### src/rtl/fpu_seq_ctrl_pkg.sv
// Shared definitions for the M-stage FPU sequencer: FSM states, opcodes,
// canonical NaN and exception-flag bit positions.
package fpu_seq_ctrl_pkg;

  typedef enum logic [2:0] {
    S_IDLE  = 3'd0,
    S_ISSUE = 3'd1,
    S_WAIT  = 3'd2,
    S_DONE  = 3'd3,
    S_ABORT = 3'd4
  } fpu_state_e;

  typedef enum logic [2:0] {
    FOP_ADD  = 3'd0,
    FOP_SUB  = 3'd1,
    FOP_MUL  = 3'd2,
    FOP_DIV  = 3'd3,
    FOP_SQRT = 3'd4,
    FOP_MIN  = 3'd5,
    FOP_MAX  = 3'd6,
    FOP_CMP  = 3'd7
  } fpu_op_e;

  typedef enum logic [2:0] {
    FLAG_NX = 3'd0,
    FLAG_UF = 3'd1,
    FLAG_OF = 3'd2,
    FLAG_DZ = 3'd3,
    FLAG_NV = 3'd4
  } fflag_pos_e;

  localparam logic [31:0] CANON_NAN     = 32'h7FC0_0000;
  localparam logic [4:0]  TIMEOUT_FLAGS = 5'b00001 << FLAG_NV;

  typedef struct packed {
    logic [31:0] a;
    logic [31:0] b;
    logic [4:0]  rd;
  } fpu_req_t;

endpackage

### src/rtl/fpu_timeout_ctr.sv
// Saturating wait-cycle counter; term flags the last allowed WAIT cycle.
module fpu_timeout_ctr #(
  parameter int TIMEOUT_CYCLES = 64
) (
  input  logic clk,
  input  logic reset_n,
  input  logic clr,
  input  logic en,
  output logic term
);

  localparam int CW = $clog2(TIMEOUT_CYCLES) + 1;
  localparam logic [CW-1:0] TERM_VAL = CW'(TIMEOUT_CYCLES - 1);

  logic [CW-1:0] cnt;

  always_ff @(posedge clk or negedge reset_n) begin
    if (!reset_n)                  cnt <= '0;
    else if (clr)                  cnt <= '0;
    else if (en && (cnt != '1))    cnt <= cnt + 1'b1;
  end

  assign term = (cnt == TERM_VAL);

endmodule

### src/rtl/fpu_seq_ctrl.sv
// M-stage multi-cycle FPU sequencer: latches an op, launches the core, stalls
// until done/timeout, and hands result + rd to W; drains the core on flush.
module fpu_seq_ctrl
  import fpu_seq_ctrl_pkg::*;
#(
  parameter int TIMEOUT_CYCLES = 64,
  parameter int OPW            = 3
) (
  input  logic            clk,
  input  logic            reset_n,
  input  logic            FPUStartM,
  input  logic [OPW-1:0]  FPUOpM,
  input  logic [31:0]     SrcAM,
  input  logic [31:0]     SrcBM,
  input  logic [4:0]      RdM,
  input  logic            FPUFlushM,
  output logic            fpu_start,
  output logic [OPW-1:0]  fpu_op,
  output logic [31:0]     fpu_a,
  output logic [31:0]     fpu_b,
  input  logic            fpu_done,
  input  logic [31:0]     fpu_result,
  input  logic [4:0]      fpu_flags,
  output logic            StallFPU,
  output logic            FPUWriteW,
  output logic [31:0]     FPUResultW,
  output logic [4:0]      FPURdW,
  output logic [4:0]      FFlags,
  input  logic            FFlagsClr,
  output logic            FPUTimeout
);

  fpu_state_e state, nxt;
  fpu_req_t   req;
  logic [4:0] cap_flags;
  logic       latch, capture, to_hit, ctr_clr, ctr_en, term;

  fpu_timeout_ctr #(.TIMEOUT_CYCLES(TIMEOUT_CYCLES)) u_ctr (
    .clk     (clk),
    .reset_n (reset_n),
    .clr     (ctr_clr),
    .en      (ctr_en),
    .term    (term)
  );

  always_ff @(posedge clk or negedge reset_n) begin
    if (!reset_n) state <= S_IDLE;
    else          state <= nxt;
  end

  always_comb begin
    nxt       = state;
    fpu_start = 1'b0;
    StallFPU  = 1'b0;
    FPUWriteW = 1'b0;
    ctr_clr   = 1'b0;
    ctr_en    = 1'b0;
    latch     = 1'b0;
    capture   = 1'b0;
    to_hit    = 1'b0;
    unique case (state)
      S_IDLE: begin
        if (FPUStartM && !FPUFlushM) begin
          latch    = 1'b1;
          StallFPU = 1'b1;
          nxt      = S_ISSUE;
        end
      end
      S_ISSUE: begin
        fpu_start = 1'b1;
        ctr_clr   = 1'b1;
        StallFPU  = 1'b1;
        nxt       = FPUFlushM ? S_ABORT : S_WAIT;
      end
      S_WAIT: begin
        StallFPU = 1'b1;
        ctr_en   = 1'b1;
        // A flush that lands on the core's last cycle has nothing left to drain.
        if (FPUFlushM) begin
          nxt = (fpu_done || term) ? S_IDLE : S_ABORT;
        end else if (fpu_done) begin
          capture = 1'b1;
          nxt     = S_DONE;
        end else if (term) begin
          capture = 1'b1;
          to_hit  = 1'b1;
          nxt     = S_DONE;
        end
      end
      S_DONE: begin
        FPUWriteW = 1'b1;
        nxt       = S_IDLE;
      end
      S_ABORT: begin
        StallFPU = FPUStartM;
        ctr_en   = 1'b1;
        if (fpu_done || term) nxt = S_IDLE;
      end
      default: nxt = S_IDLE;
    endcase
  end

  always_ff @(posedge clk or negedge reset_n) begin
    if (!reset_n) begin
      fpu_op     <= '0;
      req        <= '0;
      FPUResultW <= '0;
      FPURdW     <= '0;
      cap_flags  <= '0;
      FFlags     <= '0;
      FPUTimeout <= 1'b0;
    end else begin
      if (latch) begin
        fpu_op <= FPUOpM;
        req    <= '{a: SrcAM, b: SrcBM, rd: RdM};
      end
      if (capture) begin
        FPUResultW <= to_hit ? CANON_NAN : fpu_result;
        FPURdW     <= req.rd;
        cap_flags  <= to_hit ? TIMEOUT_FLAGS : fpu_flags;
      end
      if (to_hit) FPUTimeout <= 1'b1;
      // Clear first so a clear in the DONE cycle leaves exactly the new flags.
      FFlags <= (FFlagsClr ? 5'b0 : FFlags) | ((state == S_DONE) ? cap_flags : 5'b0);
    end
  end

  assign fpu_a = req.a;
  assign fpu_b = req.b;

endmodule

### config.mk
export PLATFORM = sky130hd
export DESIGN_NAME = fpu_seq_ctrl
export DESIGN_NICKNAME = d
export VERILOG_FILES = /design/src/rtl/fpu_seq_ctrl_pkg.sv /design/src/rtl/fpu_timeout_ctr.sv /design/src/rtl/fpu_seq_ctrl.sv
export SDC_FILE = /design/constraint.sdc
export NUM_CORES = 1
export LEC_CHECK = 0
export ABC_AREA = 1
export CORE_MARGIN = 2
export CORE_UTILIZATION = 45
export CTS_BUF_LIST = sky130_fd_sc_hd__clkbuf_4 sky130_fd_sc_hd__clkbuf_8
export DETAILED_ROUTE_END_ITERATION = 16
export GPL_TIMING_DRIVEN = 0
export HOLD_SLACK_MARGIN = 0.1
export PLACE_DENSITY_LB_ADDON = 0.3
export SLEW_MARGIN = 10
export SYNTH_ARGS = -nofsm -noshare
export SYNTH_HDL_FRONTEND = slang
export SYNTH_SLANG_ARGS = --single-unit
export TNS_END_PERCENT = 5
### constraint.sdc
create_clock -name clk -period 1.8 [get_ports clk]
set_input_delay 0.18 -clock clk [delete_from_list [all_inputs] [get_ports clk]]
set_output_delay 0.18 -clock clk [all_outputs]
set_load 0.1 [all_outputs]
==> metrics.md, run 1 <==
| Metric | Value |
|---|---|
| Starting utilization of the core area | `45.6%` |
| Worst path max stage delay | `0.44 ns` |
| PnR worst setup slack | `-0.185 ns` |
| Worst-margin pin slew | `0.604 ns` |
| Detailed Route Iter0 Violations | `173` |
| Post-Synthesis Cells | `653` |
| Final Hold Fails | `0` |
| Cell area after layout | `8850 um^2` |
| Synth unique cells | `24` |
| Core region area | `12500 um^2` |
| TritonCTS clock tree | `built` |
| Final setup violating endpoints | `6` |
| Crit path DAT | `1.81 ns` |
| Number of optimization iterations in the first detailed-route pass | `4` |
| Maxcap violations | `0` |
| Kind of critical path | `reg2out` |
| Total Routed Length | `14600 um` |
| Overall global routing resource usage | `22.2%` |
| Netlist area before placement | `5710 um^2` |
| Max-Slew Margin vs Limit | `59.7%` |
| Number of antenna violations at the first check in global routing | `0` |
| RSZ-0062 raised after global routing | `true` |
| Pre-CTS setup slack | `-1.21 ns` |
| Pin count of the biggest net entering global routing | `68` |
| Setup TNS | `-0.324 ns` |
| Area after detailed placement | `8230 um^2` |
| Synthesized netlist net count | `769` |
| Hold Crit Class | `in2reg` |
| Warnings from Yosys | `0` |
| Buffers and inverters on the worst path | `2` |
| Clock root buffer master | `clkbuf_8` |
| Achievable frequency | `0.504 GHz` |
| Post-route clock period utilization | `110%` |
| Maximum fanout encountered on the critical timing path | `3` |
| Violated checks | `negative setup slack` |
| Type of element capturing the critical path | `output pin` |
| Global route total overflow | `0` |
| Top library cells by usage in the layout, fill and taps aside | `182 x nand2_1, 141 x buf_4, 128 x dfrtp_1` |
| RePlAce Congestion | `0.820` |
| List of cells traversed by the critical path | `buf_4, nor2_2, nand2_1, o211ai_1, buf_6` |
| Synth top area share | `57.0%` |
| Clock net sink count | `130` |
| Number of vias in the routed layout | `4921` |
| I/O pin cnt | `228` |
| Y dimension of the die | `117 um` |
| Number of buffers added by the clock tree synthesis step | `17` |
| Clock transition at path regs | `0.07 ns` |
| Signed area change from the synthesized netlist to the final layout | `55.1%` |
| Number of global-route vias before repair | `4704` |
| Detailed Place HPWL | `10200 um` |
| Clock insertion delay at the later pin of the skew report | `0.45 ns` |
| Layout Nets | `1032` |
| DRT antenna net count | `0` |
| Final clock skew | `0.00714 ns` |
| Share of post-route cells with drive strength above 1 | `28.2%` |
| Residual DRC | `0` |
| Maximum level of the CTS H-tree | `4` |
| Count of buffers from port buffering | `227` |
| Critical path startpoint | `state[0]` |
| Final min period | `1.99 ns` |
| Die ar. | `13600 um^2` |
| Average detailed-routed wire length per instance | `13.3 um` |
| Total number of placement rows | `41` |
| Synth Register Bits | `130` |
| Antenna diode count | `0` |
| Data required time of the worst path | `1.62 ns` |
| Post-Syn Area per Cell | `8.74 um^2` |
| Longest Clk Path Bufs | `2` |
| Pins Over Slew Limit | `0` |
| Most frequent standard cell in the layout excluding fill and tap cells | `nand2_1` |
| Outcome | `complete, but fails checks` |
| Largest cells by area after synthesis | `dfrtp_1 57%, nand2_1 12%, buf_4 8.6%` |
| Top delay family on crit path | `flip-flops` |
| Sequential element share of the synthesized area | `57.0%` |
| Critical path startpoint category | `flop` |
| Die Wd | `117 um` |
| Biggest area consumer among synthesized cells | `dfrtp_1` |
| First-pass GRT wire length | `23000 um` |
| Worst Hold Launch | `FPUOpM[1]` |
| Critical-path top delay cell | `dfrtp_1` |
| Beginning of the worst register-to-register path | `state[0]` |
| DR vias/cell | `4.47` |
[cell families after synthesis]
family | synth area share (%)
buf+inv | 17.3
simple gates | 16.1
xor+xnor | 0.461
compound gates | 8.93
fa+ha+maj | 0.219
flops | 57.0
[metal layers]
layer	vias up	part of all wire, %	track usage [%]
li1	2457	-	-
met1	2280	40	26.8
met2	154	51	36.7
met3	30	6.8	6.59
met4	0	2.8	10.7
met5	-	0	0
[cells in the mapped netlist]
cell and n:
o21ai_0 5, nand2_1 184, inv_1 101, nand3_1 12, buf_4 65, a31o_2 1
o21ai_1 71, o22ai_1 5, xor2_1 3, o211ai_1 1, clkbuf_1 11, nand3_2 2
ha_1 1, a21oi_1 11, nor2_1 26, nor3_1 1, buf_2 8, nor3_2 2
dfrtp_1 130, inv_2 4, buf_6 2, nand4_1 2, nor2_2 2, o21ai_2 3
[final timing paths]
path	slack, ns	depth (start not counted)	end
setup / recovery	-0.19	5	StallFPU
setup reg to reg	-0.05	12	u_ctr.cnt[5]
hold / removal	0.26	3	fpu_op[1]
max in group asynchronous	0.80	3	FPUResultW[31]
min in group asynchronous	0.28	2	fpu_b[7]
hold reg to reg	0.47	2	FPURdW[0]
[layout make-up]
type,count,area [um^2]
Fill cell,1040,3670
Sequential cell,130,3260
Timing Repair Buffer,244,2340
Multi-Input combinational cell,332,1520
Buffer,86,618
Inverter,105,394
Clock buffer,23,310
Tap cell,172,215
Clock inverter,9,198
[through the flow]
stage                     hold slack [ns]  util, %  std cells
final                               0.261     70.7       1101
after global routing                0.262     70.7       1101
after CTS                           0.236     70.4       1101
after detailed placement            0.205     65.7       1053
after global placement              0.452     65.5       1052
after floorplan                    -0.116        -        653
[worst min-delay path, cell delays in order]
cell             delay [ns]
clkdlybuf4s50_1        0.39
inv_1                  0.05
o21ai_1                0.05
[sequential cells by signal, summed over array words and instances, names as in the netlist]
register	cells
FFlags	5
u_ctr.cnt	7
fpu_a	32
req	5
fpu_b	32
FPURdW	5
state	3
cap_flags	5
fpu_op	3
FPUTimeout	1
FPUResultW	32
[what timing repair did]
action	4_1_cts	5_1_grt
hold endpoints to repair	63	0
setup buffers	15	0
resized for setup	324	9
setup endpoints to repair	113	32
hold buffers	1	0
pin swaps	4	3
Power of run 1 is left out: the tool's default activity adds up to more than one toggle a clock period on the data nets, which glitch-free logic cannot reach.
==> run 2: changes to the inputs <==
GPL_ROUTABILITY_DRIVEN = 0   (was not set)
==> results of run 2 <==
The final DEF is identical to that of run 1; final timing and power are the same.
Power of run 2 is left out for the same reason.
==> run 3: changes to the inputs <==
GPL_TIMING_DRIVEN = not set   (was 0)
==> run 3 against run 2 <==
The run still ends with negative setup slack left. Worst hold slack improved by 0.023 ns. First-iteration DRC count rose by 48%. Register-to-register slack improved by 0.07 ns. Core utilization fell by 6.6 points. Cell count fell by 7.4%. Clock skew rose by 0.0015 ns. Critical path depth did not move. Critical path type unchanged. Largest cell class unchanged.
==> metrics.md, run 3 (synthesis results as in run 1) <==
| Metric | Value |
|---|---|
| Total number of placement rows | `41 (unchanged)` |
| Top library cells by usage in the layout, fill and taps aside | `180 x nand2_1, 128 x dfrtp_1, 126 x buf_4` |
| Pin count of the biggest net entering global routing | `79 (+16%)` |
| Count of fill cells added during filler insertion | `1086 (+4.4%)` |
| Number of global-route vias before repair | `4381 (-6.9%)` |
| DRT antenna net count | `0 (unchanged)` |
| Maximum level of the CTS H-tree | `4 (unchanged)` |
| Achievable frequency | `0.512 GHz (+1.7%)` |
| Register cell area after layout | `3260 um^2 (unchanged)` |
| Y dimension of the die | `117 um (unchanged)` |
| Clock net sink count | `130 (unchanged)` |
| Total Routed Length | `13300 um (-9.1%)` |
| Worst path max stage delay | `0.41 ns (-0.03 ns)` |
| Starting utilization of the core area | `45.6% (unchanged)` |
| Clock insertion delay at the later pin of the skew report | `0.43 ns (-0.02 ns)` |
| Core occupancy in the finished layout | `64.1% (-6.6 points)` |
| Residual DRC | `0 (unchanged)` |
| Data required time of the worst path | `1.62 ns (about the same)` |
| Critical path startpoint category | `flop` |
| Maxcap violations | `0 (unchanged)` |
| Final min period | `1.95 ns (-0.0333 ns)` |
| Number of vias in the routed layout | `4565 (-7.2%)` |
| Cell count of the worst hold path | `3 (unchanged)` |
| Signed area change from the synthesized netlist to the final layout | `40.6%` |
| Violated checks | `negative setup slack` |
| Core region area | `12500 um^2 (unchanged)` |
| Most frequent standard cell in the layout excluding fill and tap cells | `nand2_1` |
| Overall global routing resource usage | `19.9% (-2.3 points)` |
| Kind of critical path | `reg2out` |
| Layout Nets | `952 (-7.8%)` |
| First-pass GRT wire length | `20700 um (-10%)` |
| PnR worst setup slack | `-0.152 ns (+0.0333 ns)` |
| Post-route clock period utilization | `108% (-1.8 points)` |
| RSZ-0062 raised after global routing | `true` |
| Type of element capturing the critical path | `output pin` |
| Clock transition at path regs | `0.07 ns (about the same)` |
| Maximum fanout encountered on the critical timing path | `3 (unchanged)` |
| Number of optimization iterations in the first detailed-route pass | `4 (unchanged)` |
| Hold Crit Class | `in2reg` |
| Share of post-route cells with drive strength above 1 | `22.4% (-5.8 points)` |
| Number of buffers added by the clock tree synthesis step | `17 (unchanged)` |
| Average detailed-routed wire length per instance | `13.0 um (-1.9%)` |
| DR vias/cell | `4.48 (+0.13%)` |
| Clock root buffer master | `clkbuf_8` |
| Hold WS | `0.284 ns (+0.0235 ns)` |
| Final Hold Fails | `0 (unchanged)` |
| Setup TNS | `-0.152 ns (+0.172 ns)` |
| I/O pin cnt | `228 (unchanged)` |
| Detailed Place HPWL | `9570 um (-6.5%)` |
| Critical-path top delay cell | `dfrtp_1` |
| Max-Slew Margin vs Limit | `71.8% (+12 points)` |
| Final clock skew | `0.00864 ns (+0.00149 ns)` |
| Longest Clk Path Bufs | `2 (unchanged)` |
| Worst R2R Path Depth | `13 (+1)` |
| List of cells traversed by the critical path | `buf_4, nor3_4, nand3_4, o211ai_1, buf_12` |
| Total area of multi-input combinational cells | `1520 um^2 (about the same)` |
| Pins Over Slew Limit | `0 (unchanged)` |
| Number of antenna violations at the first check in global routing | `0 (unchanged)` |
| Global route total overflow | `0 (unchanged)` |
| Final setup violating endpoints | `1 (-5)` |
| Count of buffers from port buffering | `227 (unchanged)` |
| Pre-CTS setup slack | `0.0945 ns (+1.30 ns)` |
| Die ar. | `13600 um^2 (unchanged)` |
| Worst-margin pin slew | `0.423 ns (-0.181 ns)` |
| Die Wd | `117 um (unchanged)` |
| Detailed Route Iter0 Violations | `256 (+48%)` |
| Outcome | `complete, but fails checks` |
| TritonCTS clock tree | `built` |
| Antenna diode count | `0 (unchanged)` |
| Crit path DAT | `1.77 ns (-0.04 ns)` |
[run 3: path summary, 6_finish.rpt]
path | start | endpoint | slack [ns]
setup reg to reg | state[1] | u_ctr.cnt[0] | 0.02
setup / recovery | state[0] | StallFPU | -0.15
min in group asynchronous | reset_n | fpu_a[27] | 0.32
hold reg to reg | FPUResultW[14] | FPUResultW[14] | 0.47
hold / removal | SrcBM[8] | fpu_b[8] | 0.28
max in group asynchronous | reset_n | FFlags[2] | 1.16
[run 3: area by class of cell]
cell class / count / share of cell area [%]
timing repair buffer: 250 / 28.3
inverter: 105 / 4.95
tap: 172 / 2.68
sequential: 130 / 40.6
clock inverter: 6 / 0.686
clock buffer: 25 / 3.90
multi-input combinational: 332 / 18.9
[run 3: metrics by stage]
stage | cells | instance area, um^2
global route | 1020 | 8020
detailed placement | 978 | 7520
global placement | 978 | 7520
floorplan | 653 | 5710
CTS | 1020 | 8010
finish | 1020 | 8020
[run 3: timing repair]
action	4_1_cts	5_1_grt
setup endpoints to repair	2	9
resized for setup	9	5
endpoints found under the hold margin	130	0
pin swaps	3	0
setup buffers	10	0
hold buffers	1	0
[run 3: worst max-delay path: cells and delay by family (launching register included)]
family                 cells  cell delay [ns]
AO/OA/AOI/OAI              1             0.17
buffers and inverters      2             0.40
flip-flops                 1             0.41
AND/OR/NAND/NOR            2             0.35
[run 3: routing by layer]
metal  vias up  global-route usage (%)  part of all wire [%]
met4         0                    11.3                   3.5
met1      2099                    22.2                    40
met2       148                    34.0                    50
met3        31                    5.76                   6.5
met5         -                       0                     0
li1       2287                       -                     -
Power of run 3 is left out for the same reason.
